$ cat config.mk
export PLATFORM = sky130hd
export DESIGN_NAME = floor_ctrl
export DESIGN_NICKNAME = d
export VERILOG_FILES = /design/src/rtl/floor_ctrl.sv
export SDC_FILE = /design/constraint.sdc
export NUM_CORES = 1
export LEC_CHECK = 0
export ABC_AREA = 1
export CAP_MARGIN = 0
export CORE_UTILIZATION = 35
export DETAILED_ROUTE_END_ITERATION = 7
export PLACE_DENSITY = 0.59
export SETUP_SLACK_MARGIN = 0.02
export SKIP_LAST_GASP = 1
export SYNTH_ARGS = -nofsm -noshare
export SYNTH_HDL_FRONTEND = slang
export SYNTH_SLANG_ARGS = --single-unit
$ cat constraint.sdc
create_clock -name clk -period 2.43 [get_ports clk]
set_input_delay 0.486 -clock clk [delete_from_list [all_inputs] [get_ports clk]]
set_output_delay 0.486 -clock clk [all_outputs]
set_load 0.005 [all_outputs]
$ cat src/rtl/floor_ctrl.sv
// floor_ctrl: single-car elevator controller with latched floor calls and a status RGB LED
// Ports: clk; rst (async, active-high); req[FLOORS] level floor calls; cur_floor current floor;
//   req_pend latched unserved calls; moving / dir_up / door_open car status;
//   LED4_R/G/B registered status LED (R = door, G = idle, B = moving).
// Define FLOOR_CTRL_BLINK_EN to blink B while moving and R in the last quarter of the door cycle.
module floor_ctrl #(
    parameter int FLOORS     = 4,
    parameter int TRAVEL_CYC = 50000000,
    parameter int DOOR_CYC   = 100000000,
    localparam int FW        = $clog2(FLOORS)
) (
    input  logic              clk,
    input  logic              rst,
    input  logic [FLOORS-1:0] req,
    output logic [FW-1:0]     cur_floor,
    output logic [FLOORS-1:0] req_pend,
    output logic              moving,
    output logic              dir_up,
    output logic              door_open,
    output logic              LED4_R,
    output logic              LED4_G,
    output logic              LED4_B
);
    localparam int TMAX = TRAVEL_CYC > DOOR_CYC ? TRAVEL_CYC : DOOR_CYC;
    localparam int TW = $clog2(TMAX + 1);
    localparam logic [TW-1:0] T_END = TW'(TRAVEL_CYC - 1);
    localparam logic [TW-1:0] D_END = TW'(DOOR_CYC - 1);
    localparam logic [FW-1:0] TOP = FW'(FLOORS - 1);

    typedef enum logic [1:0] {IDLE, MOVE_UP, MOVE_DOWN, DOOR} state_t;

    state_t            state, state_n;
    logic [FW-1:0]     floor_n;
    logic [TW-1:0]     timer, timer_n;
    logic [FLOORS-1:0] clr;
    logic              dir_n, move_n;
    logic              above, below, far_above, far_below;

    // far_* look past the floor the car is about to reach
    always_comb begin
        above = 1'b0;
        below = 1'b0;
        far_above = 1'b0;
        far_below = 1'b0;
        for (int i = 0; i < FLOORS; i++) begin
            above |= req_pend[i] && i > int'(cur_floor);
            below |= req_pend[i] && i < int'(cur_floor);
            far_above |= req_pend[i] && i > int'(cur_floor) + 1;
            far_below |= req_pend[i] && i < int'(cur_floor) - 1;
        end
    end

    always_comb begin
        state_n = state;
        floor_n = cur_floor;
        timer_n = timer + 1'b1;
        dir_n = dir_up;
        clr = '0;
        case (state)
            IDLE: begin
                timer_n = '0;
                if (req_pend[cur_floor]) begin
                    state_n = DOOR;
                    clr[cur_floor] = 1'b1;
                end else if (|req_pend) begin
                    state_n = (dir_up && above) || !below ? MOVE_UP : MOVE_DOWN;
                    dir_n = state_n == MOVE_UP;
                end
            end
            MOVE_UP: begin
                if (cur_floor == TOP) begin
                    state_n = IDLE;
                    timer_n = '0;
                end else if (timer == T_END) begin
                    floor_n = cur_floor + 1'b1;
                    timer_n = '0;
                    if (req_pend[floor_n]) begin
                        state_n = DOOR;
                        clr[floor_n] = 1'b1;
                    end else if (!far_above) begin
                        state_n = IDLE;
                    end
                end
            end
            MOVE_DOWN: begin
                if (cur_floor == '0) begin
                    state_n = IDLE;
                    timer_n = '0;
                end else if (timer == T_END) begin
                    floor_n = cur_floor - 1'b1;
                    timer_n = '0;
                    if (req_pend[floor_n]) begin
                        state_n = DOOR;
                        clr[floor_n] = 1'b1;
                    end else if (!far_below) begin
                        state_n = IDLE;
                    end
                end
            end
            DOOR: begin
                // a call at the open floor is absorbed and holds the door open
                clr[cur_floor] = 1'b1;
                if (req[cur_floor]) begin
                    timer_n = '0;
                end else if (timer == D_END) begin
                    state_n = IDLE;
                    timer_n = '0;
                end
            end
        endcase
    end

    always_ff @(posedge clk or posedge rst) begin
        if (rst) begin
            state <= IDLE;
            cur_floor <= '0;
            req_pend <= '0;
            timer <= '0;
            dir_up <= 1'b1;
        end else begin
            state <= state_n;
            cur_floor <= floor_n;
            req_pend <= (req_pend | req) & ~clr;
            timer <= timer_n;
            dir_up <= dir_n;
        end
    end

    assign moving = state == MOVE_UP || state == MOVE_DOWN;
    assign door_open = state == DOOR;
    assign move_n = state_n == MOVE_UP || state_n == MOVE_DOWN;

`ifdef FLOOR_CTRL_BLINK_EN
    localparam int TQ = TRAVEL_CYC / 4 > 0 ? TRAVEL_CYC / 4 : 1;
    localparam int DQ = DOOR_CYC / 4 > 0 ? DOOR_CYC / 4 : 1;
    localparam logic [TW-1:0] D_LAST = TW'(DOOR_CYC - DQ);

    logic [TW-1:0] blink;

    always_ff @(posedge clk or posedge rst) begin
        if (rst) begin
            LED4_R <= 1'b0;
            LED4_G <= 1'b1;
            LED4_B <= 1'b0;
            blink <= '0;
        end else begin
            LED4_G <= state_n == IDLE;
            if (move_n) begin
                LED4_R <= 1'b0;
                if (!moving) begin
                    LED4_B <= 1'b1;
                    blink <= '0;
                end else if (blink == TW'(TQ - 1)) begin
                    LED4_B <= ~LED4_B;
                    blink <= '0;
                end else begin
                    blink <= blink + 1'b1;
                end
            end else if (state_n == DOOR) begin
                LED4_B <= 1'b0;
                // steady red until the final quarter of the door time
                if (state != DOOR || timer_n < D_LAST) begin
                    LED4_R <= 1'b1;
                    blink <= '0;
                end else begin
                    LED4_R <= blink == '0 ? ~LED4_R : LED4_R;
                    blink <= blink == TW'(DQ - 1) ? '0 : blink + 1'b1;
                end
            end else begin
                LED4_R <= 1'b0;
                LED4_B <= 1'b0;
                blink <= '0;
            end
        end
    end
`else
    always_ff @(posedge clk or posedge rst) begin
        if (rst) begin
            LED4_R <= 1'b0;
            LED4_G <= 1'b1;
            LED4_B <= 1'b0;
        end else begin
            LED4_R <= state_n == DOOR;
            LED4_G <= state_n == IDLE;
            LED4_B <= move_n;
        end
    end
`endif
endmodule

==> summary.txt <==
Outcome
  – Status: complete, no violations

Clock tree
  – H-tree Lvls: 2
  – Clock transition at the registers of the reported paths: 80 ps
  – Clk Latency, worst-skew pair: 300 ps
  – CTS-repair resized insts: 0
  – Postcts setup bufs: 0
  – Clk buf depth: 2
  – # clock sinks: 39
  – Clk root buf: clkbuf_8
  – Number of hold buffers added after CTS: 0
  – CTS tree: done
  – Total CTS buffers: 5

Pwr
  – Worst vdd rail ir drop: 0.279 mV
  – Cell Pwr Density: 412 nW/um^2
  – LEAKAGE: 1.60 nW
  – Share of power burned in registers: 51.3%
  – Int Power: 0.996 mW
  – Logic pwr share: 2.1%
  – Clock power share: 46.7%
  – Net switching power: 0.269 mW
  – Sw frac: 21.3%

Setup path
  – CP cell instances: inv_1, ha_1, inv_1, nand2_1, nand2_1, o21ai_0, nand2_1, nand3_1, inv_1, a21oi_1, nand2_1, nand2_1
  – WP data required: 2670 ps
  – Setup crit start kind: flop
  – CP most frequent cell: nand2_1
  – CP endpoint kind: flop
  – Worst path max stage delay: 460 ps
  – Cell family with most CP delay: flip-flops
  – Critical-path top delay cell: dfrtp_1
  – Buf+Inv Stages, Crit Path: 3
  – Worst Path Arrival: 2400 ps
  – Crit Path Category: reg -> reg
  – CP Max Fanout: 9
  – R2r setup slk: 270 ps

Cells and area
  – Antenna cells: 0
  – Synthesis-to-finish area growth: 15.7%
  – Share of cells above drive strength 1: 9.11%
  – Non-filler cells, final: 494
  – Layout Nets: 413

Routing
  – DR vias/cell: 4.73
  – Via count: 2337
  – Post-DR wirelength/cell: 12.1 um
  – Drt first pass iters: 5
  – Post-route ant nets: 0
  – Routed wire length: 5960 um
  – Initial drt markers: 117
  – DRC errors left: 0

Place
  – Inst Count DP: 486
  – Setup Slack @ Placement: 304 ps
  – DP HPWL: 4440 um
  – Final GP Congestion: 0.872
  – Port bufs: 17

Timing
  – Fin crit share: 88.9%
  – Final Hold Fails: 0
  – Fmax: 0.463 GHz
  – Least-Margin Pin Slew: 509 ps
  – Final setup viols: 0
  – Final Max Tran Viols: 0
  – Max transition margin: 66.1%
  – Final Skew: 4.77 ps
  – Final worst path period need: 2160 ps
  – RSZ-0062 raised after global routing: false
  – Setup TNS Final: 0 ps
  – Setup WS post-layout: 270 ps

Floorplanning
  – Initial Util: 36.4%
  – Die ar.: 7930 um^2
  – # rows: 31
  – Die X: 89.1 um
  – Core ar.: 7290 um^2
  – Ports: 18
  – Die Height: 89.1 um

Hold path
  – Hold crit path type: reg -> reg

Logic synthesis
  – Sequential element share of the synthesized area: 36.9%
  – Post-Synth Adder-Cell Area: 6.13%
  – Mean Syn Cell Area: 7.13 um^2
  – Synth Register Bits: 39
  – Largest family of logic cells by synthesized area: simple AND/OR/NAND/NOR gates
  – Post-synthesis cell count: 372
  – Warnings from Yosys: 0
  – Synth Area in Compound Gates: 5.99%
  – Post-synthesis cell area: 2650 um^2
  – Synth Area in XOR/XNOR: 5.28%
  – Post-synthesis simple-gate area fraction: 36.1%
  – Mux share of post-synthesis cell area: 0.425%
  – Yosys cell types: 34
  – Mapped Nets: 391

Global route
  – Pin count of the biggest net entering global routing: 40
  – GRT overflow: 0
  – Vias in the first global route: 2189
  – Antenna violations before repair: 0
  – GRT Overall Usage: 16.8%
  – First-pass GRT wire length: 10000 um

Job
  – Max-Cap Viols: 0
-- metal layers --
metal	vias to the layer above	part of all wire, %	track usage [%]
met1	1075	50	23.0
met4	0	1.4	4.76
met3	8	4.1	3.88
met5	-	0	0
met2	41	45	26.6
li1	1213	-	-
-- final timing paths --
kind	startpoint	endpoint	cells past startpoint
max	cur_floor[1]	LED4_B	12
min	timer[0]	timer[0]	1
max reg2reg	cur_floor[1]	LED4_B	12
min reg2reg	timer[0]	timer[0]	1
max in group asynchronous	rst	dir_up	3
min in group asynchronous	rst	timer[4]	3
-- cells in the final DEF (no fill, tap or decap), drive strengths merged, types with 2 or more instances in the layout --
| cell type | count |
|---|---|
| buf | 4 |
| nand2 | 98 |
| inv | 58 |
| dfstp | 2 |
| nor3 | 19 |
| clkdlybuf4s50 | 17 |
| clkbuf | 6 |
| nand3 | 31 |
| xor2 | 14 |
| nor2 | 55 |
| ha | 13 |
| nand4 | 8 |
| dfrtp | 37 |
| o32ai | 2 |
| o211ai | 2 |
| xnor2 | 2 |
| a21oi | 11 |
| o21ai | 9 |
-- synth_stat cells (all sizes together) --
cell type	instances	area share [%]
a21oi	11	2.2
o211ai	2	0.57
o21bai	1	0.28
clkbuf	3	0.42
dfstp	2	2.0
buf	3	0.66
nor2	55	8.9
mux2	1	0.42
nor3	19	4.4
xor2	14	4.6
xnor2	2	0.66
o32ai	2	0.66
nand4	8	1.9
ha	13	6.1
o21ai	9	1.7
or2	1	0.24
inv	57	8.1
nand3	31	6.0
nor4	1	0.24
dfrtp	37	35
nand2	98	14
a22oi	1	0.28
a21boi	1	0.28
-- power groups by stage --
stage | Clock, mW | Sequential, mW | Combinational (mW)
floorplan | 0 | 0.661 | 0.0113
global placement | 0 | 0.661 | 0.0268
detailed placement | 0 | 0.661 | 0.0266
CTS | 0.611 | 0.648 | 0.0268
global route | 0.630 | 0.649 | 0.0296
finish | 0.590 | 0.648 | 0.0259
-- stage by stage --
stage / instance area (um^2) / power (mW) / hold WS [ps] / utilization [%]
floorplan: 2650 / 0.673 / 433 / -
global placement: 2950 / 0.688 / 455 / 40.4
detailed placement: 2950 / 0.688 / 457 / 40.4
CTS: 3070 / 1.29 / 470 / 42.1
global route: 3070 / 1.31 / 474 / 42.1
finish: 3070 / 1.26 / 462 / 42.1
-- cell families after synthesis --
logic type | Yosys count
AND/OR/NAND/NOR | 213
AO/OA/AOI/OAI | 27
XOR/XNOR | 16
multiplexers | 1
flip-flops | 39
adder cells (fa/ha/maj) | 13
buffers and inverters | 63
-- cell type report --
cell class | count | area [um^2]
clock buffer | 6 | 82.6
clock inverter | 2 | 38.8
fill | 774 | 4220
inverter | 57 | 214
multi-input combinational | 270 | 1430
sequential | 39 | 978
tap | 99 | 124
timing repair buffer | 21 | 200
-- sequential cells by signal, summed over array words and instances, names as in the netlist --
register	cells
timer	27
req_pend	4
cur_floor	2
state	2
LED4_B	1
LED4_G	1
LED4_R	1
dir_up	1
(Power assumes the default switching activity.)
